## config.mk

```make
export PLATFORM = sky130hd
export DESIGN_NAME = vram_writer_flat
export DESIGN_NICKNAME = d
export VERILOG_FILES = /design/src/rtl/gfx_pkg.sv /design/src/rtl/vram_writer_if.sv /design/src/rtl/wr_fifo.sv /design/src/rtl/vram_writer.sv /design/src/flat_wrapper.sv
export SDC_FILE = /design/constraint.sdc
export NUM_CORES = 1
export LEC_CHECK = 0
export CORE_UTILIZATION = 50
export DETAILED_ROUTE_END_ITERATION = 12
export GPL_ROUTABILITY_DRIVEN = 0
export HOLD_SLACK_MARGIN = 0.02
export MAX_ROUTING_LAYER = met4
export PLACE_DENSITY_LB_ADDON = 0.2
export SETUP_SLACK_MARGIN = 0.05
export SYNTH_ARGS = -nofsm -noshare
export SYNTH_HDL_FRONTEND = slang
export SYNTH_SLANG_ARGS = --single-unit
```

## constraint.sdc

```tcl
create_clock -name clk -period 7.5 [get_ports clk]
set_input_delay 1.875 -clock clk [delete_from_list [all_inputs] [get_ports clk]]
set_output_delay 1.875 -clock clk [all_outputs]
set_load 0.05 [all_outputs]
```

## src/rtl/gfx_pkg.sv

```systemverilog
// gfx_pkg: shared definitions for the CPU-side VRAM/palette write path.
//   region_e   : target RAM of a store (VRAM or palette)
//   size_e     : store width (byte or halfword)
//   VRAM_*     : VRAM size and mirror base, byte addresses
//   BG_LIMIT_* : end of the BG area; byte stores at or above it are ignored
//   wr_entry_t : one translated write as held in the write buffer
package gfx_pkg;

  typedef enum logic {
    REGION_VRAM = 1'b0,
    REGION_PAL  = 1'b1
  } region_e;

  typedef enum logic {
    SIZE_BYTE = 1'b0,
    SIZE_HALF = 1'b1
  } size_e;

  localparam logic [16:0] VRAM_BYTES       = 17'h18000;
  localparam logic [16:0] VRAM_MIRROR_BASE = 17'h10000;
  localparam logic [16:0] BG_LIMIT_TILE    = 17'h10000;
  localparam logic [16:0] BG_LIMIT_BMP     = 17'h14000;

  typedef struct packed {
    region_e     region;
    logic [15:0] waddr;
    logic [15:0] data;
    logic [1:0]  be;
  } wr_entry_t;

  // Bitmap modes (3..5, and the unused 6/7) extend the BG area into the
  // first 16 KiB of what is otherwise OBJ tile memory.
  function automatic logic [16:0] bg_limit(input logic [2:0] bg_mode);
    return (bg_mode >= 3'd3) ? BG_LIMIT_BMP : BG_LIMIT_TILE;
  endfunction

endpackage

```

## src/rtl/vram_writer_if.sv

```systemverilog
// vram_writer_if: CPU/DMA store bus into the VRAM writer.
//   cpu_req    : store request, accepted when cpu_req && cpu_ready
//   cpu_ready  : writer can take a store this cycle
//   cpu_region : 0 = VRAM, 1 = palette
//   cpu_addr   : byte address within the region
//   cpu_size   : 0 = byte, 1 = halfword
//   cpu_wdata  : store data (byte stores use [7:0])
// Modports: master = CPU/DMA side, slave = vram_writer.
interface vram_writer_if;

  logic        cpu_req;
  logic        cpu_ready;
  logic        cpu_region;
  logic [16:0] cpu_addr;
  logic        cpu_size;
  logic [15:0] cpu_wdata;

  modport master (
    output cpu_req,
    output cpu_region,
    output cpu_addr,
    output cpu_size,
    output cpu_wdata,
    input  cpu_ready
  );

  modport slave (
    input  cpu_req,
    input  cpu_region,
    input  cpu_addr,
    input  cpu_size,
    input  cpu_wdata,
    output cpu_ready
  );

endinterface

```

## src/rtl/wr_fifo.sv

```systemverilog
// wr_fifo: synchronous write buffer of translated store entries.
//   FIFO_DEPTH must be a power of two (>= 2) so the pointers wrap by overflow.
//   clk, rst : clock, asynchronous active-high reset (pointers/count only)
//   push/din : enqueue an entry (ignored when full)
//   pop/dout : dequeue the head entry; dout shows the head combinationally
//   full     : FIFO_DEPTH entries held
//   empty    : no entries held
module wr_fifo
  import gfx_pkg::*;
#(
  parameter int FIFO_DEPTH = 4
) (
  input  logic      clk,
  input  logic      rst,
  input  logic      push,
  input  wr_entry_t din,
  input  logic      pop,
  output wr_entry_t dout,
  output logic      full,
  output logic      empty
);

  localparam int PTR_W = $clog2(FIFO_DEPTH);
  localparam int CNT_W = PTR_W + 1;

  wr_entry_t        mem [FIFO_DEPTH];
  logic [PTR_W-1:0] wr_ptr;
  logic [PTR_W-1:0] rd_ptr;
  logic [CNT_W-1:0] count;
  logic             do_push;
  logic             do_pop;

  assign do_push = push && !full;
  assign do_pop  = pop && !empty;

  assign full  = (count == CNT_W'(FIFO_DEPTH));
  assign empty = (count == '0);
  assign dout  = mem[rd_ptr];

  always_ff @(posedge clk or posedge rst) begin
    if (rst) begin
      wr_ptr <= '0;
      rd_ptr <= '0;
      count  <= '0;
    end else begin
      if (do_push) wr_ptr <= wr_ptr + 1'b1;
      if (do_pop)  rd_ptr <= rd_ptr + 1'b1;
      count <= count + CNT_W'(do_push) - CNT_W'(do_pop);
    end
  end

  // Storage carries data only; a reset invalidates it through the pointers.
  always_ff @(posedge clk) begin
    if (do_push) mem[wr_ptr] <= din;
  end

endmodule

```

## src/rtl/vram_writer.sv

```systemverilog
// vram_writer: buffers CPU/DMA stores to VRAM and palette RAM and drains them
// into the shared RAM port only in cycles where the display is not reading.
// Byte stores are widened to halfword writes with the byte duplicated; byte
// stores into the OBJ area of VRAM are accepted but discarded.
//
// Configuration macro: VRAM_MIRROR_EN
//   defined   : VRAM 0x18000-0x1FFFF folds onto 0x10000-0x17FFF
//   undefined : VRAM stores at or above 0x18000 are accepted and discarded
//
// Ports:
//   clk, rst   : clock, asynchronous active-high reset
//   cpu        : store bus (vram_writer_if.slave)
//   dispcnt    : DISPCNT, [2:0] = BG mode, sampled when a store is accepted
//   disp_busy  : display owns the RAM port this cycle
//   vram_we    : one-cycle VRAM write strobe
//   pal_we     : one-cycle palette write strobe
//   mem_waddr  : halfword write address (palette uses [7:0])
//   mem_wdata  : write data
//   mem_be     : byte enables {hi,lo}
//   fifo_empty : no stores pending
module vram_writer
  import gfx_pkg::*;
#(
  parameter int FIFO_DEPTH = 4
) (
  input  logic               clk,
  input  logic               rst,
  vram_writer_if.slave       cpu,
  input  logic [15:0]        dispcnt,
  input  logic               disp_busy,
  output logic               vram_we,
  output logic               pal_we,
  output logic [15:0]        mem_waddr,
  output logic [15:0]        mem_wdata,
  output logic [1:0]         mem_be,
  output logic               fifo_empty
);

  logic        accept_p0;
  logic        drop_p0;
  logic        push_p0;
  logic [16:0] vaddr_p0;
  wr_entry_t   entry_p0;
  wr_entry_t   head_p1;
  logic        pop_p1;
  logic        full;
  logic        empty;
  logic        unused_dispcnt;

  assign unused_dispcnt = ^dispcnt[15:3];

  // ---- stage p0: acceptance and store translation ----
  // No bypass: a full buffer refuses even if it is popping this cycle.
  assign cpu.cpu_ready = !full;
  assign accept_p0     = cpu.cpu_req && cpu.cpu_ready;
  assign push_p0       = accept_p0 && !drop_p0;

  always_comb begin
    vaddr_p0 = cpu.cpu_addr;
    drop_p0  = 1'b0;

    // Mirror folding happens before the OBJ-area check so that a folded
    // byte store is judged against the BG limit like any other.
    if (region_e'(cpu.cpu_region) == REGION_VRAM && cpu.cpu_addr >= VRAM_BYTES) begin
`ifdef VRAM_MIRROR_EN
      vaddr_p0 = cpu.cpu_addr - (VRAM_BYTES - VRAM_MIRROR_BASE);
`else
      drop_p0  = 1'b1;
`endif
    end

    if (region_e'(cpu.cpu_region) == REGION_VRAM &&
        size_e'(cpu.cpu_size) == SIZE_BYTE &&
        vaddr_p0 >= bg_limit(dispcnt[2:0])) begin
      drop_p0 = 1'b1;
    end

    entry_p0.region = region_e'(cpu.cpu_region);
    entry_p0.be     = 2'b11;
    entry_p0.waddr  = (region_e'(cpu.cpu_region) == REGION_PAL) ?
                      {8'h00, cpu.cpu_addr[8:1]} : vaddr_p0[16:1];
    entry_p0.data   = (size_e'(cpu.cpu_size) == SIZE_BYTE) ?
                      {2{cpu.cpu_wdata[7:0]}} : cpu.cpu_wdata;
  end

  wr_fifo #(
    .FIFO_DEPTH (FIFO_DEPTH)
  ) u_fifo (
    .clk   (clk),
    .rst   (rst),
    .push  (push_p0),
    .din   (entry_p0),
    .pop   (pop_p1),
    .dout  (head_p1),
    .full  (full),
    .empty (empty)
  );

  assign fifo_empty = empty;

  // ---- stage p1: drain into the registered RAM-port outputs ----
  assign pop_p1 = !empty && !disp_busy;

  always_ff @(posedge clk or posedge rst) begin
    if (rst) begin
      vram_we   <= 1'b0;
      pal_we    <= 1'b0;
      mem_waddr <= '0;
      mem_wdata <= '0;
      mem_be    <= '0;
    end else begin
      vram_we <= pop_p1 && (head_p1.region == REGION_VRAM);
      pal_we  <= pop_p1 && (head_p1.region == REGION_PAL);
      if (pop_p1) begin
        mem_waddr <= head_p1.waddr;
        mem_wdata <= head_p1.data;
        mem_be    <= head_p1.be;
      end
    end
  end

endmodule

```

## src/flat_wrapper.sv

```systemverilog
// flat-port wrapper written by rule: the top's interface ports become plain ports
module vram_writer_flat import gfx_pkg::*;
#(
  parameter int FIFO_DEPTH = 4
)
  (clk, rst, dispcnt, disp_busy, vram_we, pal_we, mem_waddr, mem_wdata, mem_be, fifo_empty, cpu_cpu_req, cpu_cpu_region, cpu_cpu_addr, cpu_cpu_size, cpu_cpu_wdata, cpu_cpu_ready);
  vram_writer_if cpu_i ();
  input  logic clk;
  input  logic rst;
  input  logic [15:0] dispcnt;
  input  logic disp_busy;
  output logic vram_we;
  output logic pal_we;
  output logic [15:0] mem_waddr;
  output logic [15:0] mem_wdata;
  output logic [1:0] mem_be;
  output logic fifo_empty;
  input wire logic [$bits(cpu_i.cpu_req)-1:0] cpu_cpu_req;
  input wire logic [$bits(cpu_i.cpu_region)-1:0] cpu_cpu_region;
  input wire logic [$bits(cpu_i.cpu_addr)-1:0] cpu_cpu_addr;
  input wire logic [$bits(cpu_i.cpu_size)-1:0] cpu_cpu_size;
  input wire logic [$bits(cpu_i.cpu_wdata)-1:0] cpu_cpu_wdata;
  output wire logic [$bits(cpu_i.cpu_ready)-1:0] cpu_cpu_ready;
  assign cpu_i.cpu_req = cpu_cpu_req;
  assign cpu_i.cpu_region = cpu_cpu_region;
  assign cpu_i.cpu_addr = cpu_cpu_addr;
  assign cpu_i.cpu_size = cpu_cpu_size;
  assign cpu_i.cpu_wdata = cpu_cpu_wdata;
  assign cpu_cpu_ready = cpu_i.cpu_ready;
  vram_writer #(.FIFO_DEPTH(FIFO_DEPTH)) u_core (.clk(clk), .rst(rst), .cpu(cpu_i), .dispcnt(dispcnt), .disp_busy(disp_busy), .vram_we(vram_we), .pal_we(pal_we), .mem_waddr(mem_waddr), .mem_wdata(mem_wdata), .mem_be(mem_be), .fifo_empty(fifo_empty));
endmodule
```

==> results of run 1 <==
[layout make-up]
class,count,area (µm²),share of cell area (%)
Sequential cell,174,5020,59.6
Clock inverter,14,221,2.63
Clock buffer,18,429,5.10
Multi-Input combinational cell,127,1660,19.7
Tap cell,176,220,2.62
Inverter,9,33.8,0.401
Timing Repair Buffer,86,843,10.0
[worst max-delay path, cell delays in order]
cell             delay [ps]
clkdlybuf4s50_1         400
a21o_1                  190
ha_1                    350
nor4b_1                 460
nand4_1                 320
a31oi_2                 510
or2_1                   180
ha_1                    220
inv_1                    60
ha_1                    130
inv_1                    50
fa_1                    370
xnor2_1                 150
xnor2_1                 130
[sequential cells by signal, summed over array words and instances, names as in the netlist]
name and flops:
u_core.u_fifo.mem 132, u_core.vram_we 1, u_core.mem_be 1, u_core.pal_we 1, u_core.mem_wdata 16, u_core.u_fifo.rd_ptr 2, u_core.u_fifo.count 3, u_core.u_fifo.wr_ptr 2
u_core.mem_waddr 16
[worst max path at each step]
stage	endpoint
final	u_core.u_fifo.count[2]
after global routing	u_core.u_fifo.count[2]
after CTS	u_core.u_fifo.count[2]
after detailed placement	u_core.u_fifo.count[2]
after global placement	u_core.u_fifo.count[2]
after floorplan	u_core.u_fifo.mem[0][0]
[power by group through the flow]
stage	clock network (mW)	logic, mW	registers, mW
6_report	0.963	1.18	1.42
5_1_grt	1.02	1.25	1.45
4_1_cts	0.979	1.20	1.42
3_5_place_dp	0	1.20	1.44
3_3_place_gp	0	1.18	1.43
2_1_floorplan	0	0.568	1.71
[Yosys cell counts]
cell	n
mux4_2	33
dfrtp_1	42
buf_2	6
nand2_1	1
nand3b_1	1
o311ai_1	1
a22oi_1	1
inv_1	9
nor3_1	3
nor4b_1	1
clkbuf_1	2
and4_4	2
edfxtp_1	132
ha_1	7
and2_1	1
a21o_1	1
xor2_1	1
xnor2_1	3
a31oi_2	1
and4_1	1
nand3_1	1
mux2_2	40
buf_6	3
nor2b_1	6
nand4_1	1
nor3_2	1
fa_1	1
or2_1	2
a211oi_1	1
o31ai_1	1
or3b_1	2
nor2_1	3
nor2_4	1
buf_4	3
a211o_1	1
a21oi_1	1
nor3b_1	5
nor4_1	2
[layout by cell type, fill, tap and decap left out, drive strengths merged, types with 4 or more instances in the layout]
| cell type | instances |
|---|---|
| nor3b | 5 |
| mux4 | 33 |
| nor2b | 6 |
| nor2 | 4 |
| dfrtp | 42 |
| buf | 7 |
| clkbuf | 18 |
| bufinv | 6 |
| inv | 9 |
| clkdlybuf4s50 | 79 |
| clkinv | 8 |
| ha | 7 |
| edfxtp | 132 |
| mux2 | 40 |
| nor3 | 4 |
[layer usage]
| layer | GRT usage [%] | vias up |
|---|---|---|
| li1 | - | 1470 |
| met1 | 24.7 | 1701 |
| met2 | 30.9 | 94 |
| met3 | 4.87 | 12 |
| met4 | 8.07 | 0 |
| met5 | - | - |
[kinds of logic after synthesis]
kind of cell	share of synthesized area (%)
DFF	74.0
muxes	17.6
and+or+nand+nor	3.45
buffers and inverters	1.88
AOI/OAI and AO/OA	0.960
adders and majority gates	1.59
xor gates and xnor gates	0.517
[stage by stage]
stage	instance area, µm²	std cells	worst slack [ps]	total power [mW]
after floorplan	6780	324	1790	2.28
after global placement	7770	572	2120	2.61
after detailed placement	7770	572	2050	2.64
after CTS	8420	604	2490	3.60
after global routing	8420	604	2220	3.71
final	8420	604	2430	3.56
==> results.md, run 1 <==
* Syn Nets at 387
* First-pass GRT wire length at 19,000 µm
* Post-synthesis cell area at 0.00678 mm²
* Final WL at 12,100 µm
* Reg2Reg Depth at 4
* Switching power at 1.14 mW
* Crit path max fanout at 6
* Share of layout cells above drive strength 1 at 28.0%
* Number of buffers added for setup after CTS at 0
* Die Area at 0.0140 mm²
* Ports at 93
* Minimum clock period at 5070 ps
* Highest metal used: met4
* # H-tree levels at 4
* Worst slew margin at 31.8%
* Switching part of the total at 32.1%
* PostCTS Resize Cnt at 0
* Initial antenna violation count at 0
* Met3 wire len at 601 µm
* Clk sinks at 174
* Critical Path Start: dispcnt[0]
* Comb power frac at 33.2%
* Area Overhead vs Synth at 24.2%
* Number of global-route vias before repair at 3,442
* Diodes inserted at 0
* I/O Buffers at 79
* Die Height at 118 µm
* Seq cells post-synth at 174
* First drt pass iteration count at 4
* M1 WL at 5180 µm
* Largest net degree at the start of global routing at 43
* Die Span X at 118 µm
* Pwr/cell area at 423 mW/mm²
* Setup crit end kind: flop
* Total CTS buffers at 17
* Hold Crit Start: u_core.mem_be[0]
* Detail Route Antenna Nets at 0
* Yosys top cell by area: edfxtp_1
* Max-Cap Viols at 0
* WL/cell at 20.1 µm
* Status: finished, final reports clean
* Worst reg2reg path endpoint: u_core.u_fifo.mem[3][2]
* Post-layout net count at 478
* Worst R2R Setup Slack at 4840 ps
* Share of total power in sequential cells at 39.8%
* Slew Limit Fails at 0
* # setup viols final at 0
* Clk pwr share at 27.0%
* Static leakage at 2.94 nW
* Worst-Skew Late Latency at 420 ps
* Min Hold Slack at 488 ps
* Worst Skew at 5.90 ps
* Starting density of the core at 51.2%
* Worst Path Arrival at 5380 ps
* Post-synth top area share at 58.5%
* Wire length on met2 at 6200 µm
* P_int at 2.42 mW
* Critical path class: in2reg
* CTS tree: built
* Number of cell rows at 42
* Post-route DRC at 0
* WP data required at 7810 ps
* Top cells by area, synth: edfxtp_1 (58%), dfrtp_1 (16%), mux4_2 (11%), mux2_2 (6.6%), ha_1 (1.3%)
* HPWL after detailed placement at 7270 µm
* GR Overflow Total at 0
* Register area share after synthesis at 74.0%
* Layout filler cell count at 933
* RSZ-0062 raised after global routing: no
* Ys Warns at 0
* Tightest Pin Transition at 1020 ps
* Hold buffers post-CTS at 0
* Worst hold path class: reg2reg
* Number of distinct library cells after synthesis at 38
* Gr usage total at 19.7%
* Total core area at 0.0132 mm²
* Clock buffer depth at 2
* Final-report hold violation count at 0
* Avg Inst Size Synth at 20.9 µm²
* Min-Delay Path Depth at 1
* Drt first-iter violations at 218
* Peak supply drop at 237 µV
* Fmax at 197 MHz
* Reg2reg start: u_core.u_fifo.count[1]
* Final period utilization at 67.7%
* Hold Crit Endpoint: u_core.mem_be[0]
* Root buf cell: clkbuf_16
* Setup TNS at 0 ps
* CTS clk-pin slew, worst paths at 60 ps
* Via count at 3,277
* Avg Vias per Cell at 5.43
* Fin util at 63.6%
* Post-Synthesis Cells at 324
* Crit start category: input port
Power figures use the tool's default switching activity.
==> inputs of run 2 (changes only) <==
Settings changed: CORE_UTILIZATION 50 to 49.
Clock period 7.5 ns to 4.1 ns, I/O delays scaled along.
==> results.md, run 2 (synthesized netlist as in run 1, its figures left out) <==
* Final period utilization at 89.2%
* Setup crit end kind: flop (unchanged)
* Crit path max fanout at 2 (was 6)
* Die Span X at 120 µm (was 118 µm)
* Post-route DRC at 0 (unchanged)
* Commonest non-fill, non-tap cell in the layout: edfxtp_1 (unchanged)
* Share of layout cells above drive strength 1 at 29.7% (was 28.0%)
* Clock buffer depth at 2 (unchanged)
* Status: finished, final reports clean (unchanged)
* Largest net degree at the start of global routing at 43 (unchanged)
* Pwr/cell area at 749 mW/mm² (was 423 mW/mm²)
* HPWL after detailed placement at 7730 µm (was 7270 µm)
* WP data required at 4410 ps (was 7810 ps)
* Fin util at 62.9% (was 63.6%)
* Tightest Pin Transition at 1010 ps (was 1020 ps)
* First drt pass iteration count at 4 (unchanged)
* CTS clk-pin slew, worst paths at 70 ps (was 60 ps)
* Max reg flops at 132 (unchanged)
* Setup WS post-layout at 441 ps (was 2430 ps)
* Worst slew margin at 32.7% (was 31.8%)
* Starting density of the core at 50.8% (was 51.2%)
* Diodes inserted at 0 (unchanged)
* Total core area at 0.0133 mm² (was 0.0132 mm²)
* Worst-Skew Late Latency at 430 ps (was 420 ps)
* Fmax at 273 MHz
* Peak supply drop at 387 µV (was 237 µV)
* Ports at 93 (unchanged)
* Tot Pwr at 6.29 mW (was 3.56 mW)
* Detail Route Antenna Nets at 0 (unchanged)
* RSZ-0062 raised after global routing: no (unchanged)
* Minimum clock period at 3660 ps
* Number of cell rows at 42 (unchanged)
* Worst Path Arrival at 3970 ps (was 5380 ps)
* Number of global-route vias before repair at 3,524 (was 3,442)
* PostCTS Resize Cnt at 0 (unchanged)
* Slew Limit Fails at 0 (unchanged)
* Critical path class: in2reg (unchanged)
* Drt first-iter violations at 200 (was 218)
* Final-report hold violation count at 0 (unchanged)
* Most flop-heavy register: u_core.u_fifo.mem (unchanged)
* CTS tree: built (unchanged)
* Die Height at 120 µm (was 118 µm)
* Worst Skew at 9.58 ps (was 5.90 ps)
* Largest regs: u_core.u_fifo.mem x132, u_core.mem_waddr x16, u_core.mem_wdata x16 (unchanged)
* Max-Cap Viols at 0 (unchanged)
* Initial antenna violation count at 0 (unchanged)
* Via count at 3,328 (was 3,277)
* Post-layout net count at 488 (was 478)
* Number of buffers added for setup after CTS at 0 (unchanged)
* Hold buffers post-CTS at 0 (unchanged)
* WL/cell at 20.3 µm (was 20.1 µm)
* Area Overhead vs Synth at 23.9% (was 24.2%)
* Gr usage total at 19.4% (was 19.7%)
* Root buf cell: clkbuf_16 (unchanged)
* # H-tree levels at 4 (unchanged)
* Static leakage at 2.93 nW (was 2.94 nW)
* Total CTS buffers at 17 (unchanged)
* Most frequent cells in the layout: edfxtp_1 (132), clkdlybuf4s50_1 (79), dfrtp_1 (41) (unchanged)
* First-pass GRT wire length at 19,300 µm (was 19,000 µm)
* GR Overflow Total at 0 (unchanged)
* I/O Buffers at 79 (unchanged)
* Avg Vias per Cell at 5.42 (was 5.43)
* Worst hold path class: reg2reg (unchanged)
* Setup TNS at 0 ps (unchanged)
* # setup viols final at 0 (unchanged)
* Crit start category: input port (unchanged)
* Final WL at 12,500 µm (was 12,100 µm)
* Die Area at 0.0143 mm² (was 0.0140 mm²)
* Clk sinks at 174 (unchanged)
* Setup Slack @ Placement at -43.0 ps (was 2050 ps)
-- run 2: cell types whose count changed in the layout (fill, tap and decap cells not counted), sizes merged --
cell	previous run	this run
clkbuf	18	20
inv	9	12
clkinv	8	4
buf	7	17
bufinv	6	1
clkinvlp	0	4
-- run 2: through the flow --
stage                     instance area, µm²  hold WS, ps  std cells
after CTS                               8390          492        614
after global placement                  7840          470        582
after floorplan                         6780          476        324
after detailed placement                7840          478        582
final                                   8390          482        614
after global routing                    8390          503        614
-- run 2: report_power, final --
part	switching (mW)	internal, mW
clock network	0.654	0.840
registers	0.262	2.34
logic	1.22	0.972
-- run 2: worst paths after layout --
check                                  startpoint  slack [ps]                 endpoint  cells past startpoint
min                              u_core.mem_be[0]         480         u_core.mem_be[0]                      1
max in group asynchronous                     rst        2250  u_core.u_fifo.rd_ptr[0]                      2
min reg2reg                      u_core.mem_be[0]         480         u_core.mem_be[0]                      1
max reg2reg                u_core.u_fifo.count[1]        1470   u_core.u_fifo.count[2]                     10
max                                    dispcnt[0]         440   u_core.u_fifo.count[2]                     14
min in group asynchronous                     rst        1150     u_core.mem_wdata[15]                      2
-- run 2: final cells by class --
class                           instances  area (µm²)
Clock buffer                           20         437
Clock inverter                         12         114
Fill cell                             975        4950
Inverter                                9        33.8
Multi-Input combinational cell        127        1660
Sequential cell                       174        5020
Tap cell                              176         220
Timing Repair Buffer                   96         918
-- run 2: metal layers --
| layer | vias up | routed length, µm | GRT usage [%] |
|---|---|---|---|
| met3 | 16 | 571 | 4.61 |
| met2 | 82 | 6240 | 29.5 |
| met4 | 0 | 140 | 7.50 |
| li1 | 1490 | - | - |
| met1 | 1740 | 5530 | 25.6 |
| met5 | - | 0 | - |
-- run 2: critical path: stages --
cell and delay, ps:
clkdlybuf4s50_1 390, a21o_1 190, ha_1 310, nor4b_1 290, nand4_1 230, a31oi_2 270
or2_1 160, ha_1 230, inv_1 60, ha_1 130, inv_1 50, fa_1 380
xnor2_1 150, xnor2_1 130
